## config.mk

```make
export PLATFORM = sky130hd
export DESIGN_NAME = seq_mul_shift_add
export DESIGN_NICKNAME = d
export VERILOG_FILES = /design/src/rtl/seq_mul_pkg.sv /design/src/rtl/seq_mul_ctrl.sv /design/src/rtl/seq_mul_shift_add.sv
export SDC_FILE = /design/constraint.sdc
export NUM_CORES = 1
export LEC_CHECK = 0
export ABC_AREA = 1
export ABC_CLOCK_PERIOD_IN_PS = 2300
export BUFFER_PORTS_ARGS = -buffer_cell sky130_fd_sc_hd__buf_4
export CORE_MARGIN = 2
export CORE_UTILIZATION = 50
export DETAILED_ROUTE_END_ITERATION = 10
export GPL_ROUTABILITY_DRIVEN = 0
export GPL_TIMING_DRIVEN = 0
export PLACE_DENSITY = 0.68
export SYNTH_ARGS = -nofsm -noshare
export SYNTH_HDL_FRONTEND = slang
export SYNTH_HIERARCHICAL = 1
export SYNTH_SLANG_ARGS = --single-unit
```

## constraint.sdc

```tcl
create_clock -name clk -period 2.3 [get_ports clk]
set_input_delay 0.115 -clock clk [delete_from_list [all_inputs] [get_ports clk]]
set_output_delay 0.115 -clock clk [all_outputs]
set_load 0.005 [all_outputs]
```

## src/rtl/seq_mul_pkg.sv

```systemverilog
// Shared definitions for the sequential shift-add multiplier.
//   state_e    : controller state encoding (IDLE, CALC, FIX)
//   cnt_width  : iteration-counter width, clog2(w) with a floor of 1 bit
package seq_mul_pkg;

    typedef enum logic [1:0] {
        ST_IDLE = 2'd0,
        ST_CALC = 2'd1,
        ST_FIX  = 2'd2
    } state_e;

    // Smallest r such that 2**r >= w, never less than one bit.
    function automatic int cnt_width(input int w);
        int r;
        r = 1;
        for (int i = 1; i < 31; i++) begin
            if ((32'sd1 <<< i) < w) begin
                r = i + 1;
            end else begin
                r = r;
            end
        end
        return r;
    endfunction

endpackage

```

## src/rtl/seq_mul_ctrl.sv

```systemverilog
// Controller FSM for seq_mul_shift_add.
//   clk, rst_n : clock, asynchronous active-low reset
//   start      : request, honoured only in IDLE
//   zero_det   : remaining multiplier magnitude is zero (already gated by the
//                early-termination option in the datapath)
//   cnt_term   : iteration counter holds its last value (WIDTH-1)
//   load       : capture operands this edge
//   step       : perform one shift/add iteration this edge
//   fix        : write the signed-corrected product this edge
//   busy       : registered, high from capture edge until result edge
//   done       : registered single-cycle pulse after the result edge
module seq_mul_ctrl
    import seq_mul_pkg::*;
(
    input  logic clk,
    input  logic rst_n,
    input  logic start,
    input  logic zero_det,
    input  logic cnt_term,
    output logic load,
    output logic step,
    output logic fix,
    output logic busy,
    output logic done
);

    state_e state_r;
    state_e next_state_s;
    logic   busy_r;
    logic   done_r;

    // State register plus the registered busy/done outputs.
    always_ff @(posedge clk or negedge rst_n) begin
        if (!rst_n) begin
            state_r <= ST_IDLE;
            busy_r  <= 1'b0;
            done_r  <= 1'b0;
        end else begin
            state_r <= next_state_s;
            busy_r  <= (next_state_s != ST_IDLE);
            done_r  <= (state_r == ST_FIX);
        end
    end

    // Next-state logic.
    always_comb begin
        next_state_s = state_r;
        case (state_r)
            ST_IDLE: begin
                if (start) begin
                    next_state_s = ST_CALC;
                end else begin
                    next_state_s = ST_IDLE;
                end
            end
            ST_CALC: begin
                // The terminal count is the old counter value, so the final
                // iteration still runs on the edge that leaves CALC.
                if (zero_det || cnt_term) begin
                    next_state_s = ST_FIX;
                end else begin
                    next_state_s = ST_CALC;
                end
            end
            ST_FIX:  next_state_s = ST_IDLE;
            default: next_state_s = ST_IDLE;
        endcase
    end

    // Datapath strobes decoded from the current state.
    always_comb begin
        load = 1'b0;
        step = 1'b0;
        fix  = 1'b0;
        case (state_r)
            ST_IDLE: load = start;
            ST_CALC: step = ~zero_det;
            ST_FIX:  fix  = 1'b1;
            default: begin
                load = 1'b0;
                step = 1'b0;
                fix  = 1'b0;
            end
        endcase
    end

    assign busy = busy_r;
    assign done = done_r;

endmodule

```

## src/rtl/seq_mul_shift_add.sv

```systemverilog
// Sequential shift-add multiplier with signed/unsigned mode and optional
// early termination once the remaining multiplier bits are all zero.
//   WIDTH       : operand width (>= 2); product is 2*WIDTH bits
//   EARLY_TERM  : 1 = stop iterating when the remaining multiplier is zero
//   clk, rst_n  : clock, asynchronous active-low reset
//   start       : request, sampled only while idle
//   signed_mode : 1 = operands are two's complement
//   a, b        : multiplicand / multiplier, captured with start
//   busy        : operation in progress
//   done        : one-cycle pulse, product valid
//   product     : result register, held until the next result edge
module seq_mul_shift_add
    import seq_mul_pkg::*;
#(
    parameter int WIDTH      = 16,
    parameter int EARLY_TERM = 1
) (
    input  logic                 clk,
    input  logic                 rst_n,
    input  logic                 start,
    input  logic                 signed_mode,
    input  logic [WIDTH-1:0]     a,
    input  logic [WIDTH-1:0]     b,
    output logic                 busy,
    output logic                 done,
    output logic [2*WIDTH-1:0]   product
);

    localparam int PW    = 2 * WIDTH;
    localparam int CNT_W = cnt_width(WIDTH);

    logic [PW-1:0]    mcand_r;
    logic [WIDTH-1:0] mplier_r;
    logic [PW-1:0]    acc_r;
    logic [CNT_W-1:0] cnt_r;
    logic             sign_r;
    logic [PW-1:0]    product_r;

    logic [WIDTH-1:0] mag_a_s;
    logic [WIDTH-1:0] mag_b_s;
    logic             zero_det_s;
    logic             cnt_term_s;
    logic             load_s;
    logic             step_s;
    logic             fix_s;

    // Operand magnitudes; -2^(WIDTH-1) negates to itself, which is exactly
    // its unsigned magnitude.
    always_comb begin
        if (signed_mode && a[WIDTH-1]) begin
            mag_a_s = ~a + WIDTH'(1);
        end else begin
            mag_a_s = a;
        end
        if (signed_mode && b[WIDTH-1]) begin
            mag_b_s = ~b + WIDTH'(1);
        end else begin
            mag_b_s = b;
        end
    end

    // Status flags fed to the controller.
    always_comb begin
        if (EARLY_TERM != 0) begin
            zero_det_s = (mplier_r == '0);
        end else begin
            zero_det_s = 1'b0;
        end
        cnt_term_s = (cnt_r == CNT_W'(WIDTH - 1));
    end

    seq_mul_ctrl u_ctrl (
        .clk      (clk),
        .rst_n    (rst_n),
        .start    (start),
        .zero_det (zero_det_s),
        .cnt_term (cnt_term_s),
        .load     (load_s),
        .step     (step_s),
        .fix      (fix_s),
        .busy     (busy),
        .done     (done)
    );

    // Iteration datapath: capture, shift/add, and final sign correction.
    always_ff @(posedge clk or negedge rst_n) begin
        if (!rst_n) begin
            mcand_r   <= '0;
            mplier_r  <= '0;
            acc_r     <= '0;
            cnt_r     <= '0;
            sign_r    <= 1'b0;
            product_r <= '0;
        end else begin
            if (load_s) begin
                mcand_r  <= {{WIDTH{1'b0}}, mag_a_s};
                mplier_r <= mag_b_s;
                acc_r    <= '0;
                cnt_r    <= '0;
                sign_r   <= signed_mode & (a[WIDTH-1] ^ b[WIDTH-1]);
            end else if (step_s) begin
                if (mplier_r[0]) begin
                    acc_r <= acc_r + mcand_r;
                end else begin
                    acc_r <= acc_r;
                end
                mcand_r  <= {mcand_r[PW-2:0], 1'b0};
                mplier_r <= {1'b0, mplier_r[WIDTH-1:1]};
                cnt_r    <= cnt_r + CNT_W'(1);
            end else begin
                mcand_r  <= mcand_r;
                mplier_r <= mplier_r;
                acc_r    <= acc_r;
                cnt_r    <= cnt_r;
            end
            if (fix_s) begin
                if (sign_r) begin
                    product_r <= ~acc_r + PW'(1);
                end else begin
                    product_r <= acc_r;
                end
            end else begin
                product_r <= product_r;
            end
        end
    end

    assign product = product_r;

endmodule

```

# Yosys cells after proc, flatten, opt, wreduce, memory -nomap -nowiden
# Index checks and enable logic that the tools add are counted.
# Widths: inputs -> output; s select.
[totals]
inputBits = 36
elab_cells = 50
reg_bits = 121
[classes]
muxes = 18
addsub = 5
bitwise = 6
n_eq_ne = 3
reduce_logical = 9
[op_table]
columns = ["cell", "count"]
rows = [
  ["$mux 32", 6],
  ["$mux 16", 4],
  ["$add 16x1->16 const B", 2],
  ["$add 32x1->32 const B", 1],
  ["$add 32x32->32", 1],
  ["$not 16->16", 2],
  ["$not 32->32", 1],
  ["$logic_not 16->1", 1],
  ["$mux 4", 2],
  ["$reduce_bool 2->1", 3],
  ["$add 4x1->4 const B", 1],
  ["$eq 4x4->1 const B", 1],
  ["$mux 1", 4],
  ["$pmux 2 s2", 1],
  ["$eq 2x1->1 const B", 1],
  ["$eq 2x2->1 const B", 1],
  ["$logic_and 1x1->1", 2],
  ["$logic_not 2->1", 1],
  ["$mux 2", 1],
  ["$reduce_and 2->1", 1],
  ["$and 1x1->1", 1],
  ["$logic_or 1x1->1", 1],
  ["$not 1->1", 1],
  ["$xor 1x1->1", 1],
]

# Longest topological paths before layout
[depth]
depth_word = 5
depth_mapped = 14
mapped_depth_nobuf = 14

# Cells and area by module
# The synthesis kept the hierarchy.
[by_module_without_submodules]
columns = ["mod", "area_each_um2", "n_inst", "cells_per_inst"]
rows = [
  ["seq_mul_shift_add", 8829.7, 1, 1351],
  ["seq_mul_ctrl", 152.6, 1, 17],
]

# Least setup slack after synthesis
# OpenSTA, ideal clock, no wires.
[synth_path]
path_type = "register to register"
start = "register mplier_r[3]"
end = "register acc_r[3]"
arrival_ps = 1746
required_time_ps = 2218
path_buffers = 2
stages_incl_launch_ff = 12
path_slack_ps = 472
synth_period_minus_slack_ps = 1828
setup_ps = 82
path_cell_list = "dfrtp_1 -> nor4_1 -> nand3_1 -> nor3_1 -> nor2_1 -> buf_4 -> nand2_2 -> inv_1 -> nor2_4 -> inv_1 -> buf_2 -> o22ai_1"
[synth_between]
elab_chain_len = 5
[synth_rtl]
columns = ["element", "line", "text"]
rows = [
  ["start, declared", "seq_mul_shift_add.sv:33", "logic [WIDTH-1:0] mplier_r;"],
  ["start signal, assigned", "seq_mul_shift_add.sv:97", "mplier_r <= mag_b_s;"],
  ["start signal, assigned", "seq_mul_shift_add.sv:108", "mplier_r <= {1'b0, mplier_r[WIDTH-1:1]};"],
  ["start signal, assigned", "seq_mul_shift_add.sv:112", "mplier_r <= mplier_r;"],
  ["$logic_not 16->1", "seq_mul_shift_add.sv:65", "zero_det_s = (mplier_r == '0);"],
  ["named net zero_det_s", "seq_mul_shift_add.sv:41", "logic zero_det_s;"],
  ["$not 1->1", "seq_mul_ctrl.sv:77", "ST_CALC: step = ~zero_det;"],
  ["$mux 1", "seq_mul_ctrl.sv:75", "case (state_r)"],
  ["named net step_s", "seq_mul_shift_add.sv:44", "logic step_s;"],
  ["$reduce_bool 2->1 (no source line)", "n/a", ""],
  ["$reduce_and 2->1 (no source line)", "n/a", ""],
  ["end signal, assigned", "seq_mul_shift_add.sv:103", "acc_r <= acc_r + mcand_r;"],
  ["end signal, assigned", "seq_mul_shift_add.sv:105", "acc_r <= acc_r;"],
  ["end signal, assigned", "seq_mul_shift_add.sv:113", "acc_r <= acc_r;"],
  ["end, declared", "seq_mul_shift_add.sv:34", "logic [PW-1:0] acc_r;"],
]
# The timed path passes the listed nets, and every way through them passes these cells.
# A chain may end at the register's enable or synchronous reset.

# Worst setup path after layout
[layout_path]
start = "register mplier_r[0]"
end = "register acc_r[4]"
# The elaborated chain is that of the path after synthesis.

==> results.txt <==
The tools report the final count of hold timing violations as 0. The clock arrives with 0.006993 ns of skew. In this run the count of I/O pins placed on the die edge is 70. The logs give 0 for the number of antenna repair diodes and 0.5980 for the relative slew slack.

The initialized floorplan defines 49 standard-cell rows. Endpoint of the worst-slack reg-to-reg timing path: acc_r[4]. The run gives 945 um as the wire length on met3. Sink count of the clock tree: 121.

The initial antenna violation count is 0, and the detailed router's first-iteration violation count is 525. Chip width: 138.0 um. The number of setup violations in the final report was 0; the data arrival time of the critical path was 2.50 ns. Total power for the finished layout comes to 0.01547 W.

The logs give 6 for the number of iterations in the first detailed-routing pass and 1,368 for the number of instances in the synthesized netlist. The commonest cells after synthesis are nand2_1, inv_1, dfrtp_1, o21ai_0, nand3_1. Summed over all nets, wire length on met2 after detailed routing comes to 11.36 mm.

In this run the number of H-tree levels came out at 4. In this run the worst setup path terminates at acc_r[4]. The first global-routing pass estimated 40.79 mm of wire.

The count of nets left with antenna violations once routing finished came out at 0. For this run, design rule violations remaining after detail routing come to 0. The highest layer touched by signal routing is met4. The final layout contains 1,539 nets. The period utilization is 0.9411. The power per unit of standard cell area was 1472 mW/mm^2.

The final-report max-slew violation count was 0; the relative area change from synthesis to final layout was 17.05%. The unique cell type count in the Yosys netlist was 48. The logs give 0.3371 for the post-synthesis sequential area ratio and 0 for the overall overflow remaining after global route.

The run gives 11.52 mm as the detailed-routing wirelength on met1. The most used flip-flop cell after synthesis is dfrtp_1. STA classifies the critical path endpoint as a flop. The number of global-route vias before repair was 8,368. The HPWL after detailed placement is 19.17 mm.

Clock-pin slew was measured on the worst setup and hold paths at 0.05 ns. The number of cells on the worst reg-to-reg path is 11. Data on the critical path is required at its endpoint by 2.63 ns. At the pin with the least slew margin, the transition time is 0.6030 ns. The logs give 8,770 for the total via count after detailed routing and 0.008982 mm^2 for the summed instance area of the synthesized netlist.

The largest individual stage delay along the critical path comes from the cell dfrtp_1. Entering global routing, the biggest net connects 86 pins. For the leakage power figure, the log shows 5.710 nW.

The largest fanout of any net on the critical path was 10. The number of enable-type register cells in the synthesized netlist is 0. The fraction of post-synthesis cell area in the top cell type by area is 0.3371. The most repeated cell in the gate-level netlist after synthesis is nand2_1. Die footprint: 0.01905 mm^2. The cell family contributing the most delay on the critical path is simple AND/OR/NAND/NOR gates.

The number of maximum-capacitance violations is 0. For the worst-skew pair, the clock arrives at the later sink with an insertion delay of 0.42 ns. Ratio of cells with drive above 1 in the final layout: 0.1299. TritonCTS built the clock tree.

The start-to-end type of the worst setup path was reg2reg. The initial core utilization is 0.5052, and the biggest cell delay along the critical path is 0.40 ns. Fill cells in the final layout number 1,737.

For the wire length after detailed routing, the log shows 24.34 mm. A synthesized cell averages 6.566 um^2. The area taken by multi-input logic gates was 0.004985 mm^2. Sorting the synthesized cells by area gives the leading types as dfrtp_1, nand2_1, inv_1.

The final critical-path required period was 2.165 ns; the die outline height was 138.0 um. Dividing the detail-routed wire length by the instance count gives 14.26 um. The worst register-to-register path has a setup slack of 0.14 ns. CTS placed an instance of clkbuf_16 at the clock tree root.

For the maximum frequency from static timing analysis, the log shows 0.4620 GHz. Summed over all instances, the cell type with the most area after synthesis is dfrtp_1. In this run, CTS created clock tree buffers numbering 17.

Startpoint of the most critical register-to-register path: mplier_r[0]. The number of buffers and inverters on the critical path is 4. The total area inside the core boundary comes to 0.01778 mm^2.

The flow ran to the end, and the final reports show no timing, DRC or antenna violations. The worst hold path belongs to the class in2reg. During placement, the flow inserted port buffers numbering 69. The maximum buffer depth of the clock tree is 2.

In this run the worst setup path begins at mplier_r[0]. The logic depth of the worst setup path including buffers was 11; the overall track demand over capacity in global routing was 0.2628. The run gives 1,440 as the net count of the mapped netlist. Async set or reset register ratio after synthesis: 1.000. The setup total negative slack is 0 ns, and the maximum VDD drop is 0.7387 mV. Sequential standard cell area: 0.003029 mm^2. In this run, synthesis produced a sequential element count of 121. The worst setup path is launched from a flop.

For this run, the number of Yosys warnings is 6. The critical path goes through nor4_2 > nand3_1 > nor3_4 > nor2_1 > buf_6 > nand2_2 > inv_1 > nor2_4 > inv_4 > buf_4 > o22ai_1. After detailed routing, the number of vias per cell comes to 5.138.
[report_power, final]
part | internal (W) | switching (W) | total, W
Clock | 0.00160 | 0.000929 | 0.00253
Sequential | 0.00308 | 0.000887 | 0.00397
Combinational | 0.00324 | 0.00574 | 0.00898
[worst min-delay path: cells and delay by family]
family | cells | cell delay [ns]
AO/OA/AOI/OAI | 2 | 0.19
buffers and inverters | 1 | 0.10
[through the flow]
stage	cell area [um^2]	std cells	setup slack (ns)	hold WS, ns	utilization
after global routing	10510	1707	-0.006700	0.03874	0.5913
after global placement	9787	1666	-0.2362	0.4208	0.5505
final	10510	1707	0.1354	0.02162	0.5913
after CTS	10430	1703	0.02047	0.008113	0.5866
after detailed placement	9818	1667	-0.2646	0.03573	0.5522
after floorplan	8982	1368	0.4721	-0.1806	-
[logic make-up after synthesis]
group	share of synthesized area
compound gates	0.1238
simple gates	0.3427
fa+ha+maj	0.05098
flops	0.3371
xor+xnor	0.03413
buf+inv	0.1113
[cell usage in the layout, fill, tap and decap left out, drive strengths merged]
cell type / count
inv: 221
bufinv: 2
nor3: 11
o21bai: 3
ha: 35
nand4: 13
a22oi: 3
nand2: 467
nor2: 110
o21ai: 126
nand3: 104
a21boi: 2
fa: 1
buf: 97
a21o: 1
clkbuf: 37
o211ai: 1
clkinv: 7
xnor2: 1
nor4: 2
and2: 2
o21a: 1
or2: 4
o2111ai: 1
nand3b: 1
a21oi: 44
clkinvlp: 2
dfrtp: 121
a22o: 1
a41oi: 1
dlygate4sd3: 2
a31oi: 11
o22ai: 8
xor2: 34
o31ai: 1
[layer usage]
metal	track usage	vias to the layer above
li1	-	4530
met4	0.09345	0
met5	0	-
met1	0.3557	4007
met2	0.4333	195
met3	0.03741	38
[flip-flops by register name, indices dropped and copies added (netlist names)]
signal	count
acc_r	32
mcand_r	32
product	32
mplier_r	16
cnt_r	4
u_ctrl/state_r	2
sign_r	1
u_ctrl/busy	1
u_ctrl/done	1
[worst min path at each step]
stage / from / to / slack [ns] / cells past startpoint
global placement: start / u_ctrl/busy / 0.42 / 3
detailed placement: rst_n / product[28] / 0.04 / 1
CTS: b[15] / mplier_r[15] / 0.008 / 3
global route: b[15] / mplier_r[15] / 0.04 / 3
floorplan: rst_n / acc_r[0] / -0.18 / 0
finish: b[15] / mplier_r[15] / 0.02 / 3
[final cells by class]
cell class	instances	area share
buffer	35	0.01797
clock buffer	21	0.04284
timing repair buffer	80	0.05986
clock inverter	9	0.009639
inverter	223	0.08021
multi-input combinational	989	0.4741
tap	229	0.02725
sequential	121	0.2881
[timing repair]
item | in CTS | in global routing
pin swaps | 2 | 4
hold buffers | 2 | 0
setup buffers | 4 | 4
resized for setup | 4 | 33
hold endpoints to repair | 38 | 0
endpoints found under the setup margin | 61 | 64
(Power assumes the default switching activity.)
